===== src/rtl/score_lives_ctrl.sv =====
// Score / lives sequencer for a frame-based game: BCD score, lives counter, respawn timer.
// Optional high-score register enabled by defining SCORE_HISCORE_EN.
module score_lives_ctrl #(
  parameter int START_LIVES    = 3,
  parameter int RESPAWN_FRAMES = 60
) (
  input  logic       clk,
  input  logic       reset,
  input  logic       vsync,
  input  logic       start,
  input  logic       incscore,
  input  logic       hit,
  output logic [3:0] score0,
  output logic [3:0] score1,
  output logic [3:0] lives,
  output logic       playing,
  output logic       game_over
`ifdef SCORE_HISCORE_EN
  ,
  output logic [3:0] hiscore0,
  output logic [3:0] hiscore1
`endif
);

  // state | meaning
  // IDLE  | after reset, waiting for start
  // PLAY  | game running, score and hits accepted
  // DYING | respawn delay counted in frame ticks
  // OVER  | no lives left, waiting for start
  localparam logic [1:0] IDLE  = 2'd0;
  localparam logic [1:0] PLAY  = 2'd1;
  localparam logic [1:0] DYING = 2'd2;
  localparam logic [1:0] OVER  = 2'd3;

  localparam logic [3:0] START_L      = 4'(START_LIVES);
  localparam logic [7:0] RESPAWN_LAST = 8'(RESPAWN_FRAMES - 1);

  logic [1:0] state_q, state_d;
  logic [3:0] score0_q, score0_d;
  logic [3:0] score1_q, score1_d;
  logic [3:0] lives_q, lives_d;
  logic       playing_q, playing_d;
  logic       game_over_q, game_over_d;
  logic [7:0] frame_cnt_q, frame_cnt_d;
  logic       vsync_q, vsync_d;
  logic       frame_tick;

  always_comb begin
    state_d     = state_q;
    score0_d    = score0_q;
    score1_d    = score1_q;
    lives_d     = lives_q;
    frame_cnt_d = frame_cnt_q;
    vsync_d     = vsync;
    frame_tick  = vsync & ~vsync_q;

    case (state_q)
      IDLE, OVER: begin
        if (start) begin
          state_d  = PLAY;
          score0_d = 4'd0;
          score1_d = 4'd0;
          lives_d  = START_L;
        end
      end
      PLAY: begin
        // 99 saturates rather than wrapping
        if (incscore && !(score1_q == 4'd9 && score0_q == 4'd9)) begin
          if (score0_q == 4'd9) begin
            score0_d = 4'd0;
            score1_d = score1_q + 4'd1;
          end else begin
            score0_d = score0_q + 4'd1;
          end
        end
        if (hit) begin
          lives_d     = lives_q - 4'd1;
          frame_cnt_d = 8'd0;
          state_d     = (lives_q == 4'd1) ? OVER : DYING;
        end
      end
      DYING: begin
        if (frame_tick) begin
          frame_cnt_d = frame_cnt_q + 8'd1;
          if (frame_cnt_q == RESPAWN_LAST) state_d = PLAY;
        end
      end
      default: state_d = IDLE;
    endcase

    playing_d   = (state_d == PLAY);
    game_over_d = (state_d == OVER);
  end

  always_ff @(posedge clk) begin
    if (reset) begin
      state_q     <= IDLE;
      score0_q    <= 4'd0;
      score1_q    <= 4'd0;
      lives_q     <= 4'd0;
      playing_q   <= 1'b0;
      game_over_q <= 1'b0;
      frame_cnt_q <= 8'd0;
      vsync_q     <= 1'b0;
    end else begin
      state_q     <= state_d;
      score0_q    <= score0_d;
      score1_q    <= score1_d;
      lives_q     <= lives_d;
      playing_q   <= playing_d;
      game_over_q <= game_over_d;
      frame_cnt_q <= frame_cnt_d;
      vsync_q     <= vsync_d;
    end
  end

  assign score0    = score0_q;
  assign score1    = score1_q;
  assign lives     = lives_q;
  assign playing   = playing_q;
  assign game_over = game_over_q;

`ifdef SCORE_HISCORE_EN
  logic [3:0] hiscore0_q, hiscore0_d;
  logic [3:0] hiscore1_q, hiscore1_d;

  // BCD digit pairs compare correctly as plain binary
  always_comb begin
    hiscore0_d = hiscore0_q;
    hiscore1_d = hiscore1_q;
    if (state_d == OVER && state_q != OVER &&
        {score1_d, score0_d} > {hiscore1_q, hiscore0_q}) begin
      hiscore0_d = score0_d;
      hiscore1_d = score1_d;
    end
  end

  always_ff @(posedge clk) begin
    if (reset) begin
      hiscore0_q <= 4'd0;
      hiscore1_q <= 4'd0;
    end else begin
      hiscore0_q <= hiscore0_d;
      hiscore1_q <= hiscore1_d;
    end
  end

  assign hiscore0 = hiscore0_q;
  assign hiscore1 = hiscore1_q;
`endif

endmodule


===== config.mk =====
export PLATFORM = sky130hd
export DESIGN_NAME = score_lives_ctrl
export DESIGN_NICKNAME = d
export VERILOG_FILES = /design/src/rtl/score_lives_ctrl.sv
export SDC_FILE = /design/constraint.sdc
export NUM_CORES = 1
export LEC_CHECK = 0
export ABC_AREA = 1
export BUFFER_PORTS_ARGS = -buffer_cell sky130_fd_sc_hd__buf_2
export CAP_MARGIN = 0
export CORE_ASPECT_RATIO = 0.75
export CORE_MARGIN = 8
export CORE_UTILIZATION = 33
export CTS_BUF_LIST = sky130_fd_sc_hd__clkbuf_4
export DETAILED_ROUTE_END_ITERATION = 16
export HOLD_SLACK_MARGIN = 0.06
export PLACE_DENSITY = 0.57
export SYNTH_ARGS = -nofsm -noshare
export SYNTH_HDL_FRONTEND = slang
export SYNTH_SLANG_ARGS = --single-unit

===== constraint.sdc =====
create_clock -name clk -period 1.7 [get_ports clk]
set_input_delay 0.085 -clock clk [delete_from_list [all_inputs] [get_ports clk]]
set_output_delay 0.085 -clock clk [all_outputs]
set_load 0.1 [all_outputs]

# Word level (Yosys, flattened, before mapping)
# Index checks and enable logic that the tools add are counted.
# W data, S select, Z words.
[word_totals] ram_bits=0 output_inout_bits=14 latchBits=0 mem_count=0 elab_cells=58 mem_bits_ro=0 reg_bits=25
[classes] reduce_logical=11 eq_ne=14 muxes=19 magnitude_cmp=0 shift=0 n_addsub=4 div_mod_pow=0 multipliers=0 bitwise=2
[ops] cell="$mux W4" n=7
[ops] cell="$pmux W4 S2" n=3
[ops] cell="$mux W8" n=2
[ops] cell="$pmux W8 S2" n=1
[ops] cell="$ne A2 B2 Y1 const B" n=5
[ops] cell="$reduce_and A3 Y1" n=3
[ops] cell="$add A4 B1 Y4 const B" n=2
[ops] cell="$add A8 B1 Y8 const B" n=1
[ops] cell="$eq A4 B4 Y1 const B" n=2
[ops] cell="$eq A8 B6 Y1 const B" n=1
[ops] cell="$mux W2" n=4
[ops] cell="$eq A2 B2 Y1 const B" n=3
[ops] cell="$pmux W2 S3" n=1
[ops] cell="$eq A2 B1 Y1 const B" n=2
[ops] cell="$eq A4 B1 Y1 const B" n=1
[ops] cell="$reduce_and A4 Y1" n=1
[ops] cell="$reduce_bool A2 Y1" n=2
[ops] cell="$sub A4 B1 Y4 const B" n=1
[ops] cell="$logic_and A1 B1 Y1" n=2
[ops] cell="$logic_not A2 Y1" n=1
[ops] cell="$reduce_or A2 Y1" n=1
[ops] cell="$and A1 B1 Y1" n=1
[ops] cell="$logic_not A1 Y1" n=1
[ops] cell="$mux W1" n=1
[ops] cell="$not A1 Y1" n=1

# Longest topological paths before layout
[logic_depth] word_depth=6 depth_mapped=11 depth_no_buf=11

# Least setup slack after synthesis
# OpenSTA, ideal clock, no wires.
[synth_path] path_type="flip-flop to flip-flop" from="reg score0_q[0] (netlist: score0[0])" to="reg score0_q[0] (netlist: score0[0])" path_stages_with_launch=11 t_required_ps=1584 arrival_time_ps=2004 slack_ps=-419 path_cell_list="dfxtp_1 > ha_1 > nand2_1 > nor2_2 > nand2_1 > nand3_1 > nand2_1 > nand2_1 > inv_2 > nor2_1 > nor2_1"
[synth_via] elab_chain_cells=6 word_cells_on_any_way=10
[synth_lines] element="from (decl)" line="39" text="logic [3:0] score0_q, score0_d;"
[synth_lines] element="from (signal assigned)" line="107" text="score0_q <= score0_d;"
[synth_lines] element="parallel branches: the longest is 6 deep, another holds $add A4 B1 Y4"
# Parallel ways; which one is timed is not known. The select of a mux whose other input is x is not followed.
# A chain may end at the register's enable or synchronous reset.

# Worst setup path in the final report
[layout_path] from="reg state_q[0]" to="reg lives_q[3] (netlist: lives[3])"
[layout_via] elab_chain_cells=4 word_cells_on_any_way=9
[layout_lines] element="from (decl)" line="38" text="logic [1:0] state_q, state_d;"
[layout_lines] element="from (signal assigned)" line="106" text="state_q <= state_d;"
[layout_lines] element="$eq A2 B2 Y1 / $logic_not A2 Y1 (equally long branches)" line="57" text="case (state_q)"
[layout_lines] element="$reduce_or A2 Y1" line="57"
[layout_lines] element="$ne A2 B2 Y1 (no line) / $reduce_bool A2 Y1 (equally long branches)"
[layout_lines] element="$reduce_and A3 Y1 (no line)"
[layout_lines] element="to (signal assigned)" line="109" text="lives_q <= lives_d;"
[layout_lines] element="to (decl)" line="41" text="logic [3:0] lives_q, lives_d;"
# Several ways; a longest one is shown, not always the timed one.

==> results_dict.tcl <==
set metrics [dict create \
    status "finished, final reports clean" \
    crit_required_ns 1.96 \
    period_minus_slack_ns 1.57 \
    die_x_um 94.3 \
    grt_max_degree 15 \
    die_height_um 74.7 \
    power_frac_seq_pct 37.6 \
    drtIter0Drc 67 \
    slowest_stage "dfxtp_2" \
    ioPinCount 20 \
    cp_cell_sequence "inv_1, ha_4, inv_2, or2_4, nand3b_4, o21ai_1, nor3_1" \
    ys_types 29 \
    start_kind "flop" \
    ys_seq_area_share_pct 33.0 \
    switchingPower_mw 0.935 \
    syn_area_per_cell_um2 6.89 \
    hold_violations 0 \
    num_antenna_cells 0 \
    detail-route-antenna-nets 0 \
    worstSetupPathType "reg2reg" \
    hold_depth 2 \
    pre_cts_ws_ns 0.0552 \
    rows 21 \
    tightest_slew_ns 0.488 \
    cts_buffers 3 \
    root_buffer "clkbuf_4" \
    drive_above_1_share_pct 24.6 \
    min_period_over_period_pct 92.6 \
    sw_frac_of_total_pct 49.2 \
    min_path_type "in2reg" \
    final_core_util_pct 39.4 \
    area_growth_pct 15.5 \
    fill_cells 479 \
    clk_latency_ns 0.33 \
    first_pass_iters 4 \
    setup_viol 0 \
    dp_cells 296 \
    synth_compound_area_share_pct 10.5 \
    fin_skew_ns 0.00731 \
    core_area_um2 4440 \
    path_buf_inv 2 \
    ys_warn_count 0 \
    maxCapViolCount 0 \
    slowest_delay_ns 0.37 \
    syn_inst 220 \
    place_congestion 0.807 \
    grt-ovfl-total 0 \
    arrival_ns 1.83 \
    vias 1379 \
    grt_pass1_wl_mm 5.58 \
    synthMuxAreaShare_pct 0 \
    slew_headroom_pct 67.7 \
    cts.sinks 25 \
    irDropWorstVdd_mv 0.537 \
    vias_per_cell 4.58 \
    synth-xor-area-share_pct 1.73 \
    tritoncts "done" \
    cts_setup_buffers 0 \
    crit_family "simple AND/OR/NAND/NOR gates" \
    synth_seq_cells 25 \
    cts.path.max_buffers 2 \
    comb_power_share_pct 47.8 \
    rsz0062_at_grt "yes" \
    routed_wl_mm 3.32 \
    max_freq_ghz 0.635 \
    synth_top_family_by_area "simple AND/OR/NAND/NOR gates" \
    instances_no_fill 301 \
    dieArea_um2 7040 \
    synth-simple-area-share_pct 36.6 \
    worst-path-stages 7 \
    wl_per_cell_um 11.0 \
    synthesis.area_um2 1520 \
    finalNetCount 260 \
    p_per_area_nw_per_um2 1080 \
    end_kind "flop" \
    synth_adder_area_share_pct 7.43 \
    path_max_fanout 12 \
    leakage_nw 0.783 \
    power.internal_mw 0.964 \
    drc_errors 0 \
    hpwlAfterDp_mm 2.58 \
    p_total_mw 1.90 \
    drv_slew 0 \
    track_usage_pct 9.78 \
    grt_pass1_vias 1237 \
    antenna_found_initial 0 \
    cts_max_level 1 \
    r2r_cells 7 \
    power_frac_clock_pct 14.6 \
    synth_nets 235 \
    io_buffers 19 \
    initial_core_util_pct 34.2 \
    clk_pin_slew_ns 0.15 \
    fin_ws_ns 0.125 \
]
-- repair_timing --
| action | CTS | global route |
|---|---|---|
| resized for setup | 0 | 4 |
| hold endpoints to repair | 1 | 0 |
| setup endpoints to repair | 0 | 20 |
| hold buffers | 1 | 0 |
-- power by group through the flow --
stage          registers (mW)  logic, mW  clock network (mW)
6_report                0.714      0.908               0.277
5_1_grt                 0.727      0.989               0.319
4_1_cts                 0.714      0.900               0.295
3_5_place_dp            0.727      0.896                   0
3_3_place_gp            0.728      0.897                   0
2_1_floorplan            1.08      0.400                   0
-- cell families after synthesis --
group	Yosys count
AOI/OAI and AO/OA	27
xor gates and xnor gates	3
adders and majority gates	9
buffers and inverters	38
DFF	25
and+or+nand+nor	118
-- layout by cell type, fill, tap and decap left out, drive strengths merged --
cell type / n
buf: 22
xnor2: 3
nor3: 7
nand2: 51
a21oi: 14
dfxtp: 25
nand4: 9
or2: 2
nor2: 33
nand3: 15
ha: 9
o21bai: 1
clkbuf: 3
o21ai: 10
clkinv: 2
nand3b: 1
inv: 34
a211oi: 2
dlygate4sd3: 1
-- sequential cells by signal, summed over array words and instances (netlist names) --
| signal | cells |
|---|---|
| vsync_q | 1 |
| lives | 4 |
| state_q | 2 |
| score0 | 4 |
| frame_cnt_q | 8 |
| score1 | 4 |
| game_over | 1 |
| playing | 1 |
-- through the flow --
step                setup TNS (ns)  hold slack, ns  instance area [um^2]
floorplan                        0           0.151                  1530
global placement                 0           0.305                  1700
detailed placement               0           0.312                  1700
CTS                              0          0.0919                  1730
global route               -0.0501          0.0893                  1750
finish                           0          0.0944                  1750
-- final timing paths --
check / startpoint / endpoint / slack, ns
max: state_q[0]$_SDFF_PP0_ / lives[3]$_SDFFE_PP0P_ / 0.13
min: reset / vsync_q$_SDFF_PP0_ / 0.09
max reg2reg: state_q[0]$_SDFF_PP0_ / lives[3]$_SDFFE_PP0P_ / 0.13
min reg2reg: score1[3]$_SDFFE_PP0P_ / score1[3]$_SDFFE_PP0P_ / 0.50
-- final cells by class --
type	count	area, um^2	area share, %
Clock buffer	3	22.5	1.29
Timing Repair Buffer	23	128	7.29
Multi-Input combinational cell	157	868	49.6
Tap cell	57	71.3	4.07
Clock inverter	1	5.00	0.286
Sequential cell	25	520	29.7
Inverter	35	136	7.79
-- cell usage after synthesis (all sizes together) --
cell type / n / area, um^2
inv: 34 / 128
o21bai: 1 / 7.51
buf: 2 / 22.5
dfxtp: 25 / 500
nand4: 9 / 62.6
xnor2: 3 / 26.3
clkbuf: 1 / 3.75
o21ai: 10 / 61.3
clkinv: 1 / 8.76
nand3: 15 / 80.1
or2: 2 / 15.0
nand2: 51 / 204
nor3: 7 / 35.0
a21oi: 14 / 70.1
ha: 9 / 113
a211oi: 2 / 20.0
nand3b: 1 / 20.0
nor2: 33 / 139
-- per-layer routing --
metal | routed length (um) | global-route usage [%] | vias up | part of all wire (%)
li1 | - | - | 752 | -
met1 | 1820 | 13.7 | 604 | 55
met2 | 1320 | 14.2 | 21 | 40
met3 | 158 | 2.99 | 2 | 4.8
met4 | 29 | 2.10 | 0 | 0.87
met5 | 0 | 0 | - | 0
No activity file was read; power rests on OpenSTA's default activity.
